### src/rtl/blink_pkg.sv
// Shared types and helpers for the programmable blink sequencer.
// Field widths here set the default CNT_W/REP_W of the top level.
package blink_pkg;

    localparam int BLINK_CNT_W = 8;
    localparam int BLINK_REP_W = 4;

    typedef enum logic [1:0] {
        IDLE = 2'd0,
        ON   = 2'd1,
        OFF  = 2'd2
    } blink_state_t;

    typedef struct packed {
        logic [BLINK_CNT_W-1:0] on_len;
        logic [BLINK_CNT_W-1:0] off_len;
        logic [BLINK_REP_W-1:0] reps;
    } blink_cfg_t;

    localparam int BLINK_CFG_W = $bits(blink_cfg_t);

    // True when the tick counter sits on the final tick of a phase of length len (len >= 1).
    function automatic logic last_tick(input logic [BLINK_CNT_W-1:0] cnt,
                                       input logic [BLINK_CNT_W-1:0] len);
        return cnt == (len - BLINK_CNT_W'(1));
    endfunction

    function automatic logic last_rep(input logic [BLINK_REP_W-1:0] cnt,
                                      input logic [BLINK_REP_W-1:0] reps);
        return cnt == (reps - BLINK_REP_W'(1));
    endfunction

endpackage

### src/rtl/blink_channel.sv
// One blink channel: IDLE/ON/OFF state machine with tick and repetition counters
// and its own copy of the configuration captured at start.
module blink_channel
    import blink_pkg::*;
(
    input  logic                   clk,
    input  logic                   rst,
    input  logic                   tick,
    input  logic                   start,
    input  logic                   stop,
    input  logic [BLINK_CFG_W-1:0] cfg_bus,
    output logic                   out,
    output logic                   busy,
    output logic                   done
);

    blink_state_t           state;
    blink_cfg_t             cfg;
    blink_cfg_t             cfg_new;
    logic [BLINK_CNT_W-1:0] tick_cnt;
    logic [BLINK_REP_W-1:0] rep_cnt;

    assign cfg_new = blink_cfg_t'(cfg_bus);

    always_ff @(posedge clk or posedge rst) begin
        if (rst) begin
            state    <= IDLE;
            cfg      <= '0;
            tick_cnt <= '0;
            rep_cnt  <= '0;
            done     <= 1'b0;
        end else begin
            done <= 1'b0;
            case (state)
                IDLE: begin
                    if (start && !stop) begin
                        cfg      <= cfg_new;
                        tick_cnt <= '0;
                        rep_cnt  <= '0;
                        // A burst with nothing to show completes immediately.
                        if (cfg_new.reps == '0 || cfg_new.on_len == '0)
                            done <= 1'b1;
                        else
                            state <= ON;
                    end
                end
                ON: begin
                    if (stop) begin
                        state    <= IDLE;
                        tick_cnt <= '0;
                        rep_cnt  <= '0;
                    end else if (tick) begin
                        if (last_tick(tick_cnt, cfg.on_len)) begin
                            tick_cnt <= '0;
                            if (cfg.off_len != '0) begin
                                state <= OFF;
                            end else if (last_rep(rep_cnt, cfg.reps)) begin
                                state   <= IDLE;
                                rep_cnt <= '0;
                                done    <= 1'b1;
                            end else begin
                                rep_cnt <= rep_cnt + BLINK_REP_W'(1);
                            end
                        end else begin
                            tick_cnt <= tick_cnt + BLINK_CNT_W'(1);
                        end
                    end
                end
                OFF: begin
                    if (stop) begin
                        state    <= IDLE;
                        tick_cnt <= '0;
                        rep_cnt  <= '0;
                    end else if (tick) begin
                        if (last_tick(tick_cnt, cfg.off_len)) begin
                            tick_cnt <= '0;
                            if (last_rep(rep_cnt, cfg.reps)) begin
                                state   <= IDLE;
                                rep_cnt <= '0;
                                done    <= 1'b1;
                            end else begin
                                state   <= ON;
                                rep_cnt <= rep_cnt + BLINK_REP_W'(1);
                            end
                        end else begin
                            tick_cnt <= tick_cnt + BLINK_CNT_W'(1);
                        end
                    end
                end
                default: begin
                    state    <= IDLE;
                    tick_cnt <= '0;
                    rep_cnt  <= '0;
                end
            endcase
        end
    end

    assign out  = (state == ON);
    assign busy = (state == ON) || (state == OFF);

endmodule

### src/rtl/blink_pattern_gen.sv
// N_CH-channel programmable blink sequencer; every channel shares the tick
// strobe and the configuration bus but runs its own independent sequence.
module blink_pattern_gen
    import blink_pkg::*;
#(
    parameter int N_CH  = 4,
    parameter int CNT_W = BLINK_CNT_W,
    parameter int REP_W = BLINK_REP_W
) (
    input  logic            i_clk,
    input  logic            i_rst,
    input  logic            i_tick,
    input  logic [N_CH-1:0] i_start,
    input  logic [N_CH-1:0] i_stop,
    input  logic [CNT_W-1:0] i_on_len,
    input  logic [CNT_W-1:0] i_off_len,
    input  logic [REP_W-1:0] i_reps,
    output logic [N_CH-1:0] o_out,
    output logic [N_CH-1:0] o_busy,
    output logic [N_CH-1:0] o_done
);

    // Field order matches blink_cfg_t; CNT_W/REP_W must match the package widths.
    logic [BLINK_CFG_W-1:0] cfg_bus;
    assign cfg_bus = {i_on_len, i_off_len, i_reps};

    for (genvar g = 0; g < N_CH; g++) begin : g_ch
        blink_channel u_ch (
            .clk     (i_clk),
            .rst     (i_rst),
            .tick    (i_tick),
            .start   (i_start[g]),
            .stop    (i_stop[g]),
            .cfg_bus (cfg_bus),
            .out     (o_out[g]),
            .busy    (o_busy[g]),
            .done    (o_done[g])
        );
    end

endmodule
### config.mk
export PLATFORM = sky130hd
export DESIGN_NAME = blink_pattern_gen
export DESIGN_NICKNAME = d
export VERILOG_FILES = /design/src/rtl/blink_pkg.sv /design/src/rtl/blink_channel.sv /design/src/rtl/blink_pattern_gen.sv
export SDC_FILE = /design/constraint.sdc
export NUM_CORES = 1
export LEC_CHECK = 0
export CAP_MARGIN = 20
export CORE_MARGIN = 3
export CORE_UTILIZATION = 50
export CTS_CLUSTER_DIAMETER = 100
export CTS_CLUSTER_SIZE = 20
export DETAILED_ROUTE_END_ITERATION = 6
export PLACE_DENSITY = 0.68
export SKIP_CTS_REPAIR_TIMING = 1
export SYNTH_ARGS = -nofsm -noshare
export SYNTH_HDL_FRONTEND = slang
export SYNTH_SLANG_ARGS = --single-unit
### constraint.sdc
create_clock -name i_clk -period 15.2 [get_ports i_clk]
set_input_delay 3.8 -clock i_clk [delete_from_list [all_inputs] [get_ports i_clk]]
set_output_delay 3.8 -clock i_clk [all_outputs]
set_load 0.005 [all_outputs]
* Word-level counts from Yosys, hierarchy flattened
Index checks and enable logic that the tools add are counted.
Storage, ports and cells: bits in registers 140, word-level logic and storage cells 297
Operators by class: multiplexer cells 158, equality and inequality tests 52, reduce and logical (&&, ||, !) cells 39, $add $sub $neg 20
Operators with widths (count):
- 8-bit 2-to-1 mux | 28
- 4-bit 2-to-1 mux | 36
- 8-bit case mux with 3 select lines | 4
- 2-bit 2-to-1 mux | 37
- 8-bit equality test | 8
- 8-bit by 1-bit subtractor with 8-bit output, second input constant | 8
- 3-bit != test, second input constant | 16
- 4-bit case mux with 3 select lines | 4
- 1-bit 2-to-1 mux | 41
- 8-bit by 1-bit adder with 8-bit output, second input constant | 4
- 8-bit nonzero test | 4
- 7-bit AND reduction | 4
- 2-bit case mux with 3 select lines | 4
- 6-bit AND reduction | 4
- 4-bit by 1-bit adder with 4-bit output, second input constant | 4
- 4-bit equality test | 4
- 4-bit != test, second input constant | 4
- 4-bit by 1-bit subtractor with 4-bit output, second input constant | 4
- 3-bit by 2-bit != test with 1-bit output, second input constant | 4
- 1-bit case mux with 3 select lines | 4
- 3-bit AND reduction | 4
- 2-bit by 1-bit equality test with 1-bit output, second input constant | 4
- 2-bit equality test, second input constant | 4
- 2-bit logical NOT | 4
- 8 further kinds | 27

* Logic depth before layout (Yosys ltp)
Gate-level depths: netlist (run 1).
depth in word-level cells 8, depth in mapped cells 11

* Modules after synthesis
A second synthesis (run 1) with hierarchy kept.
Second synthesis, totals: cells, all modules 1000, area total of the unflattened synthesis 9323.9 um^2
By module, submodules not included:
- blink_channel (g_ch[2].u_ch ...) | instances 2, cells an instance 235, area each 2371.0 um^2
- blink_channel (g_ch[0].u_ch ...) | instances 2, cells an instance 265, area each 2290.9 um^2

* Worst setup path before layout (run 1)
OpenSTA, ideal clock, no wires.
path type input -> register, start in i_reps[0], end reg g_ch[1].u_ch.state[0], setup time 125 ps, arrival 5199 ps, cell stages on the path 4, setup slack 9877 ps, path buffers 0, required time 15075 ps, cells stage by stage o41ai_1 -> a21oi_1 -> o211a_1 -> mux2_2
On the way: longest elaborated chain between the ends 4
Ends and longest elaborated chain:
- start: declaration | line blink_pattern_gen.sv:17 | input logic [REP_W-1:0] i_reps,
- 4-bit logical NOT | line blink_channel.sv:41 | if (cfg_new.reps == '0 || cfg_new.on_len == '0)
- 1-bit logical OR | line blink_channel.sv:41
- 2-bit != test (no line)
- 7-bit AND reduction (no line)
- end signal: assignment | line blink_channel.sv:44 | state <= ON;
- end signal: assignment | line blink_channel.sv:49 | state <= IDLE;
- end signal: assignment | line blink_channel.sv:56 | state <= OFF;
- end: declaration | line blink_channel.sv:17 | blink_state_t state;
Every way passes these cells. A chain may end at the register's enable or synchronous reset.

* Worst setup path in the final report (run 1)
start in i_stop[1], end reg g_ch[1].u_ch.done
On the way: longest elaborated chain between the ends 4
Ends and longest elaborated chain:
- start: declaration | line blink_pattern_gen.sv:14 | input logic [N_CH-1:0] i_stop,
- 1-bit logical NOT | line blink_channel.sv:36 | if (start && !stop) begin
- 1-bit logical AND | line blink_channel.sv:36
- 1-bit 2-to-1 mux | line blink_channel.sv:36
- 1-bit case mux with 3 select lines (*) | line blink_channel.sv:34 | case (state)
- end signal: assignment | line blink_channel.sv:31 | done <= 1'b0;
- end signal: assignment | line blink_channel.sv:33 | done <= 1'b0;
- end signal: assignment | line blink_channel.sv:42 | done <= 1'b1;
- end: declaration | line blink_channel.sv:14 | output logic done
Mark *: on every way between the ends. The rest lies on a longest branch, timed or not.

==> impl_metrics.tcl, run 1 <==
set metrics [dict create \
    synth.mux.area_fraction_pct 6.379 \
    diodes 0 \
    die_w_um 139.5 \
    clock_path_buffers 2 \
    clkLatencyLatePin_ps 420 \
    cts_tree "built" \
    synth_nets 1045 \
    drt_pass1_iterations 5 \
    grt_use_total_pct 22.11 \
    yosysMostFrequentCell "nand2_1" \
    p_int_mw 1.189 \
    synthTopCellsByArea "dfrtp_1 (39%), nand2_1 (6.2%), mux2_2 (5.8%), xnor2_1 (5.1%), ha_1 (5.1%)" \
    critPathKind "in -> reg" \
    swShare_pct 39.61 \
    maxCapViolations 0 \
    globalRouteMet1Util_pct 30.52 \
    clock_skew_ps 7.160 \
    synthXorXnorAreaFrac_pct 9.737 \
    grt_pass1_wl_mm 34.87 \
    grt.busiest_layer "met2" \
    nets 1072 \
    startpoint_type "input pin" \
    netlist_area_mm2 0.008905 \
    end_kind "flip-flop" \
    rsz0062_at_grt "false" \
    worst_slew_margin_rel_pct 32.67 \
    port_buffers 42 \
    die_y_um 139.5 \
    tightest_slew_ps 1001 \
    min_path_type "reg -> reg" \
    synth_edf_count 0 \
    maxSlewViolCount 0 \
    dp_hpwl_mm 14.98 \
    num_rows 48 \
    via_per_inst 5.763 \
    arrival_ps 6150 \
    leakage_nw 4.500 \
    drt_iter0_markers 409 \
    worstPathRequired_ps 15510 \
    clk_pin_slew_ps 60 \
    synth_compound_area_share_pct 14.60 \
    p_sw_mw 0.7800 \
    numCtsBuffers 17 \
    syn2layout_area_growth_pct 13.21 \
    setup_violations 0 \
    status "finished clean" \
    fin_setup_tns_ps 0 \
    seq_area_frac_synth_pct 39.34 \
    synth_top_family_by_area "simple AND/OR/NAND/NOR gates" \
    grt_start_max_net_pins 72 \
    syn_avg_cell_area_um2 9.105 \
    die_area_mm2 0.01945 \
    clockPowerShare_pct 22.4 \
    syn_inst 978 \
    clock_sinks 140 \
    cts_htree_levels 4 \
    p_comb_share_pct 43.6 \
    synthArstFlopShare_pct 100.0 \
    synth_area_leader_cell "dfrtp_1" \
    use_met2_pct 36.08 \
    nFillCells 1541 \
    wl_mm 20.99 \
    root_buffer "clkbuf_16" \
    multiInputGateArea_mm2 0.004977 \
    crit_fanout 28 \
    yosys_warnings 0 \
    pre_cts_ws_ps 8897 \
    peakVddDrop_uv 98.61 \
    vias 7164 \
    synth_adder_area_share_pct 5.058 \
    met3_usage_pct 4.227 \
    fin_crit_ps 5847 \
    layout_setup_ws_ps 9353 \
    layout-drive-gt1-share_pct 9.528 \
    p_seq_share_pct 34.0 \
    core_mm2 0.01736 \
    fmax_ghz 0.1710 \
    hold_viol_final 0 \
    synth_ff_type "dfrtp_1" \
    fin_crit_sh_pct 38.47 \
    io-pin-count 43 \
    synthSimpleGateAreaFrac_pct 20.04 \
    grt_pass1_vias 6815 \
    ant_nets 0 \
    synth_seq_cells 140 \
    ys_top_cells_by_count "nand2_1 (146), dfrtp_1 (140), inv_1 (60)" \
    routedWlPerCell_um 16.89 \
    seqCellArea_mm2 0.003503 \
    place.gp.congestion 0.8621 \
    start_util_pct 51.30 \
    overflow 0 \
    synth.distinct_cells 68 \
    drc_errors 0 \
    antenna_found_initial 0 \
    synth_top_area_share_pct 39.34 \
    power.density_mw_per_mm2 195.3 \
]
-- cells by family (layout without fill, tap and decap cells) --
kind of cell	Yosys count	count (layout)
AO/OA/AOI/OAI	191	191
flip-flops	140	140
XOR/XNOR	99	99
AND/OR/NAND/NOR	361	361
multiplexers	51	51
buffers and inverters	100	140
adder cells (fa/ha/maj)	36	36
-- stage by stage --
| stage | util [%] | cells | hold slack, ps | cell area [µm²] | power [mW] |
|---|---|---|---|---|---|
| after floorplan | - | 978 | 465.2 | 8905 | 1.324 |
| after global placement | 54.36 | 1209 | 481.0 | 9435 | 1.503 |
| after detailed placement | 54.36 | 1209 | 485.3 | 9435 | 1.523 |
| after CTS | 57.95 | 1241 | 499.7 | 10060 | 1.978 |
| after global routing | 58.08 | 1243 | 529.1 | 10080 | 2.131 |
| final | 58.08 | 1243 | 496.1 | 10080 | 1.969 |
-- flip-flops by register name, indices dropped and copies added, names as in the netlist --
name	count
g_ch.u_ch.rep_cnt	16
g_ch.u_ch.cfg	80
g_ch.u_ch.tick_cnt	32
g_ch.u_ch.state	8
g_ch.u_ch.done	4
-- critical path, stage by stage --
cell,delay (ps)
clkdlybuf4s50_1,600
inv_1,140
nand3_1,430
clkinv_1,730
a32oi_1,380
nor2_1,60
-- routing by layer --
| layer | routed length, µm | part of all wire (%) | vias to the layer above |
|---|---|---|---|
| met5 | 0 | 0 | - |
| met4 | 200 | 0.95 | 0 |
| met3 | 775 | 3.7 | 19 |
| met2 | 10180 | 49 | 128 |
| met1 | 9833 | 47 | 3497 |
| li1 | - | - | 3520 |
-- path summary, 6_finish.rpt --
kind / to / start / slack, ps / cells past startpoint
max: g_ch[1].u_ch.done / i_stop[1] / 9350 / 6
min: g_ch[0].u_ch.cfg[19] / g_ch[0].u_ch.cfg[19] / 500 / 2
max reg2reg: g_ch[2].u_ch.rep_cnt[1] / g_ch[2].u_ch.cfg[12] / 12190 / 9
min reg2reg: g_ch[0].u_ch.cfg[19] / g_ch[0].u_ch.cfg[19] / 500 / 2
max in group asynchronous: g_ch[2].u_ch.tick_cnt[6] / i_rst / 10030 / 3
min in group asynchronous: g_ch[0].u_ch.tick_cnt[0] / i_rst / 3840 / 2
-- cell usage in the layout (no fill, tap or decap), drive strengths merged, types with 36 or more instances in the layout --
cell type	n
xnor2	52
ha	36
mux2	46
nand2	146
inv	62
xor2	47
clkdlybuf4s50	42
dfrtp	140
o21ai	53
nor2	40
nand3	37
-- final cells by class --
cell class | count | share of cell area [%]
multi-input combinational | 738 | 49.37
sequential | 140 | 34.75
timing repair buffer | 46 | 4.543
clock buffer | 18 | 4.257
tap | 225 | 2.793
inverter | 62 | 2.358
clock inverter | 14 | 1.924
-- power groups by stage --
stage,sequential (mW),clock (mW),combinational (mW)
3_3_place_gp,0.669,0,0.834
2_1_floorplan,0.622,0,0.702
3_5_place_dp,0.673,0,0.850
5_1_grt,0.694,0.466,0.970
4_1_cts,0.668,0.450,0.860
6_report,0.669,0.441,0.858
(Power assumes the default switching activity.)
==> run 2: changes to the inputs <==
--- a/config.mk
+++ b/config.mk
@@ -11,7 +11,7 @@
 export CTS_CLUSTER_DIAMETER = 100
 export CTS_CLUSTER_SIZE = 20
 export DETAILED_ROUTE_END_ITERATION = 6
-export PLACE_DENSITY = 0.68
+export PLACE_DENSITY = 0.71
 export SKIP_CTS_REPAIR_TIMING = 1
 export SYNTH_ARGS = -nofsm -noshare
 export SYNTH_HDL_FRONTEND = slang
==> constraint.sdc (replaced) <==
create_clock -name i_clk -period 5.15 [get_ports i_clk]
set_input_delay 1.2875 -clock i_clk [delete_from_list [all_inputs] [get_ports i_clk]]
set_output_delay 1.2875 -clock i_clk [all_outputs]
set_load 0.005 [all_outputs]
==> run 2 against run 1 <==
  * Combinational power grew to 3.0 times the previous value
  * Cell count grew 0.16%
  * Register-to-register slack got worse by 10000 ps
  * Critical path depth up 2
  * Setup slack worse by 7500 ps
  * Largest cell class unchanged
==> impl_metrics.tcl, run 2 (synthesis gave the netlist of run 1 again) <==
set metrics [dict create \
    rsz0062_at_grt "false" \
    wl_mm 21.14 \
    overflow 0 \
    arrival_ps 3660 \
    cts_tree "built" \
    core_mm2 0.01736 \
    final_cell_mix "nand2_1 (146), dfrtp_1 (140), inv_1 (59), o21ai_0 (53), xnor2_1 (52)" \
    hold_viol_final 0 \
    final_common_cell "nand2_1" \
    fin_crit_sh_pct 64.29 \
    port_buffers 42 \
    start_util_pct 51.30 \
    clkLatencyLatePin_ps 430 \
    io-pin-count 43 \
    maxSlewViolCount 0 \
    maxCapViolations 0 \
    seqCellArea_mm2 0.003503 \
    largest_reg_flops 80 \
    grt_pass1_vias 6980 \
    power.density_mw_per_mm2 577.8 \
    peakVddDrop_uv 287.1 \
    grt_start_max_net_pins 98 \
    drc_errors 0 \
    diodes 0 \
    grt_use_total_pct 22.19 \
    root_buffer "clkbuf_16" \
    die_w_um 139.5 \
    fin_setup_tns_ps 0 \
    grt_pass1_wl_mm 35.36 \
    setup_violations 0 \
    die_y_um 139.5 \
    top_register "g_ch.u_ch.cfg" \
    end_kind "flip-flop" \
    drt_iter0_markers 701 \
    vias 7248 \
    multiInputGateArea_mm2 0.004977 \
    fin_crit_ps 3311 \
    crit_fanout 10 \
    min_path_type "reg -> reg" \
    rrSetupSlack_ps 2070 \
    nets 1074 \
    routedWlPerCell_um 16.98 \
    critPathKind "in -> reg" \
    startpoint_type "input pin" \
    antenna_found_initial 0 \
    reg2reg_from "g_ch[2].u_ch.cfg[12]" \
    via_per_inst 5.822 \
    numCtsBuffers 17 \
    die_area_mm2 0.01945 \
    post-route-util_pct 58.16 \
    num_rows 48 \
    largest_registers "g_ch.u_ch.cfg x80, g_ch.u_ch.tick_cnt x32, g_ch.u_ch.rep_cnt x16" \
    fmax_ghz 0.3021 \
    place.gp.congestion 0.8316 \
    nFillCells 1487 \
    leakage_nw 4.525 \
    ant_nets 0 \
    min_from "g_ch[0].u_ch.cfg[3]" \
    tightest_slew_ps 1039 \
    clock_sinks 140 \
    syn2layout_area_growth_pct 13.36 \
    whs_endpoint "g_ch[0].u_ch.cfg[3]" \
    clock_skew_ps 6.676 \
    dp_hpwl_mm 15.18 \
    worstReg2RegEnd "g_ch[2].u_ch.rep_cnt[1]" \
    cts_htree_levels 4 \
    r2r_cells 9 \
    worstPathRequired_ps 5500 \
    clock_path_buffers 2 \
    clk_pin_slew_ps 60 \
    status "finished clean" \
    worstHoldPathCells 2 \
    layout-drive-gt1-share_pct 9.608 \
    drt_pass1_iterations 5 \
    worst_slew_margin_rel_pct 30.56 \
]
==> run 2: cell types whose count changed in the layout (fill, tap and decap cells not counted), sizes merged <==
cell	previous run	this run
clkinvlp	5	1
clkbuf	18	20
buf	4	6
clkinv	5	9
inv	62	60
==> run 2: how the worst max path moves through the flow <==
stage	startpoint	endpoint	slack (ps)	cells after the start
after floorplan	i_rst	g_ch[0].u_ch.cfg[0]	110	1
after global placement	i_stop[1]	g_ch[1].u_ch.done	1530	6
after detailed placement	i_stop[1]	g_ch[1].u_ch.done	1460	6
after CTS	i_tick	g_ch[2].u_ch.tick_cnt[5]	1890	8
after global routing	i_stop[1]	g_ch[1].u_ch.done	1590	6
final	i_tick	g_ch[2].u_ch.tick_cnt[5]	1840	8
==> run 2: area by class of cell <==
cell class / instances / share of cell area [%]
repair buffers: 48 / 4.735
clock inverters: 12 / 1.686
flip-flops and latches: 140 / 34.70
multi-input cells: 738 / 49.31
inverters: 62 / 2.355
well taps: 225 / 2.789
clock buffers: 20 / 4.425
==> run 2: critical path, stage by stage <==
cell and delay (ps):
clkdlybuf4s50_1 720, buf_4 230, inv_1 70, o211ai_1 100
nand2_1 260, nor3_2 600, o21ai_0 200, a31oi_1 190
==> run 2: stage by stage <==
stage / instance area, µm² / total power, mW / worst slack [ps] / cells / hold slack (ps)
final: 10090 / 5.833 / 1839 / 1245 / 499.0
after global routing: 10090 / 6.293 / 1595 / 1245 / 534.0
after CTS: 10090 / 5.841 / 1887 / 1245 / 500.2
after detailed placement: 9478 / 4.508 / 1457 / 1213 / 485.1
after global placement: 9478 / 4.437 / 1528 / 1213 / 482.0
after floorplan: 8905 / 3.907 / 109.6 / 978 / 465.2
==> run 2: per-layer routing <==
| metal | up-vias | wire, µm | track usage (%) |
|---|---|---|---|
| li1 | 3519 | - | - |
| met1 | 3537 | 9871 | 30.85 |
| met2 | 157 | 10010 | 35.65 |
| met3 | 35 | 820 | 3.505 |
| met4 | 0 | 435 | 7.364 |
| met5 | - | 0 | 0 |
==> run 2: where the power goes <==
| group | switching [mW] | internal (mW) |
|---|---|---|
| logic | 1.33 | 1.22 |
| clock network | 0.483 | 0.820 |
| registers | 0.502 | 1.48 |
==> run 3: changes to the inputs <==
--- a/config.mk
+++ b/config.mk
@@ -11,7 +11,7 @@
 export CTS_CLUSTER_DIAMETER = 100
 export CTS_CLUSTER_SIZE = 20
 export DETAILED_ROUTE_END_ITERATION = 6
-export PLACE_DENSITY = 0.71
+export PLACE_DENSITY = 0.68
 export SKIP_CTS_REPAIR_TIMING = 1
 export SYNTH_ARGS = -nofsm -noshare
 export SYNTH_HDL_FRONTEND = slang
==> constraint.sdc (replaced) <==
create_clock -name i_clk -period 3.5 [get_ports i_clk]
set_input_delay 0.875 -clock i_clk [delete_from_list [all_inputs] [get_ports i_clk]]
set_output_delay 0.875 -clock i_clk [all_outputs]
set_load 0.005 [all_outputs]
==> run 3 against run 2 <==
  * Clock power grew 41%
  * Global-route usage shrank 0.18 points
  * Worst hold slack lost 1.8 ps
  * Final area grew 1.3%
==> impl_metrics.tcl, run 3 (synthesis gave the netlist of run 1 again) <==
set metrics [dict create \
    status "finished clean" \
    dp_hpwl_mm 15.02 \
    layout_setup_ws_ps 467.6 \
    post-route-util_pct 58.91 \
    die_y_um 139.5 \
    place.gp.congestion 0.8749 \
    r2r_cells 10 \
    path_buf_inv 1 \
    fin_crit_ps 3032 \
    overflow 0 \
    startpoint_type "flip-flop" \
    routedWlPerCell_um 16.54 \
    worst_slew_margin_rel_pct 48.88 \
    vias 7187 \
    min_path_type "reg -> reg" \
    largest_registers "g_ch.u_ch.cfg x80, g_ch.u_ch.tick_cnt x32, g_ch.u_ch.rep_cnt x16" \
    placed_area_mm2 0.009632 \
    core_mm2 0.01736 \
    worstReg2RegEnd "g_ch[0].u_ch.state[1]" \
    ant_nets 0 \
    clock_path_buffers 2 \
    peakVddDrop_uv 442.6 \
    design_area_mm2 0.01022 \
    grt_pass1_vias 7003 \
    antenna_found_initial 0 \
    leakage_nw 4.609 \
    fmax_ghz 0.3298 \
    rsz0062_at_grt "false" \
    path_cells "inv_1, ha_1, or3b_2, nor3_1, xnor2_1, nor4_1, o211ai_1, a22o_1, or4_1, o21ai_0" \
    largest_reg_flops 80 \
    pre_cts_ws_ps 502.0 \
    clkLatencyLatePin_ps 420 \
    maxCapViolations 0 \
    root_buffer "clkbuf_16" \
    setup_violations 0 \
    top_register "g_ch.u_ch.cfg" \
    cts_htree_levels 4 \
    instances_no_fill 1263 \
    reg2reg_from "g_ch[0].u_ch.cfg[4]" \
    start_util_pct 51.30 \
    min_from "g_ch[0].u_ch.cfg[3]" \
    final_common_cell "nand2_1" \
    hold_viol_final 0 \
    final_cell_mix "nand2_1 (146), dfrtp_1 (140), inv_1 (59), o21ai_0 (53), xnor2_1 (52)" \
    grt_start_max_net_pins 67 \
    rrSetupSlack_ps 470 \
    worstPathRequired_ps 3840 \
    diodes 0 \
    via_per_inst 5.690 \
    crit_fanout 9 \
    worstHoldPathCells 2 \
    critPathKind "reg -> reg" \
    clock_skew_ps 8.573 \
    total_power_mw 8.489 \
    fin_setup_tns_ps 0 \
    grt_use_total_pct 22.02 \
    tightest_slew_ps 758.5 \
    num_rows 48 \
    die_area_mm2 0.01945 \
    nets 1093 \
    critPathTopFamily "simple AND/OR/NAND/NOR gates" \
    numCtsBuffers 17 \
    clock_sinks 140 \
    critPathMaxStageDelay_ps 520 \
    die_w_um 139.5 \
    cts_tree "built" \
    grt_pass1_wl_mm 35.07 \
    drt_pass1_iterations 5 \
    cpMaxStageDelayCell "or4_1" \
    drc_errors 0 \
    arrival_ps 3370 \
    whs_ps 497.2 \
    placed_cells 1232 \
    drt_iter0_markers 514 \
    syn2layout_area_growth_pct 14.82 \
    whs_endpoint "g_ch[0].u_ch.cfg[3]" \
    power.density_mw_per_mm2 830.3 \
    maxSlewViolCount 0 \
    port_buffers 42 \
    io-pin-count 43 \
    layout-drive-gt1-share_pct 11.08 \
    end_kind "flip-flop" \
    wl_mm 20.89 \
    clk_pin_slew_ps 60 \
    fin_crit_sh_pct 86.64 \
]
run 3: how the worst max path moves through the flow:
stage,startpoint,to,slack (ps),cells past startpoint
6_report,g_ch[0].u_ch.cfg[4],g_ch[0].u_ch.state[1],470,10
5_1_grt,g_ch[0].u_ch.cfg[4],g_ch[0].u_ch.state[1],260,10
4_1_cts,g_ch[2].u_ch.cfg[12],g_ch[2].u_ch.rep_cnt[1],500,9
3_5_place_dp,i_on_len[7],g_ch[1].u_ch.state[1],500,8
3_3_place_gp,i_on_len[7],g_ch[1].u_ch.state[1],480,8
2_1_floorplan,g_ch[0].u_ch.cfg[12],g_ch[0].u_ch.state[1],710,11
run 3: final cells by class:
| type | count | area, µm² |
|---|---|---|
| Fill cell | 1517 | 7132 |
| Multi-Input combinational cell | 738 | 4977 |
| Sequential cell | 140 | 3503 |
| Timing Repair Buffer | 67 | 633.1 |
| Clock buffer | 23 | 478.0 |
| Tap cell | 225 | 281.5 |
| Inverter | 62 | 236.5 |
| Clock inverter | 8 | 115.1 |
run 3: metal layers:
metal | part of all wire [%] | GRT usage, % | routed length (µm) | up-vias
met1 | 48 | 30.89 | 10090 | 3451
li1 | - | - | - | 3554
met2 | 46 | 34.96 | 9605 | 149
met3 | 3.7 | 3.883 | 778 | 33
met5 | 0 | 0 | 0 | -
met4 | 2.0 | 6.849 | 413 | 0
run 3: power by group:
group | leakage, nW | switching (mW) | internal, mW | total [mW]
logic | 2.52 | 1.93 | 1.83 | 3.76
registers | 1.79 | 0.713 | 2.18 | 2.90
clock network | 0.297 | 0.667 | 1.17 | 1.83
total | 4.61 | 3.31 | 5.18 | 8.49
run 3: worst reg2reg max path: cells and delay by family (launching register included):
| kind | cells | cell delay [ps] |
|---|---|---|
| AOI/OAI and AO/OA | 3 | 690 |
| xor gates and xnor gates | 1 | 90 |
| adders and majority gates | 1 | 190 |
| buffers and inverters | 1 | 90 |
| DFF | 1 | 400 |
| and+or+nand+nor | 4 | 1470 |
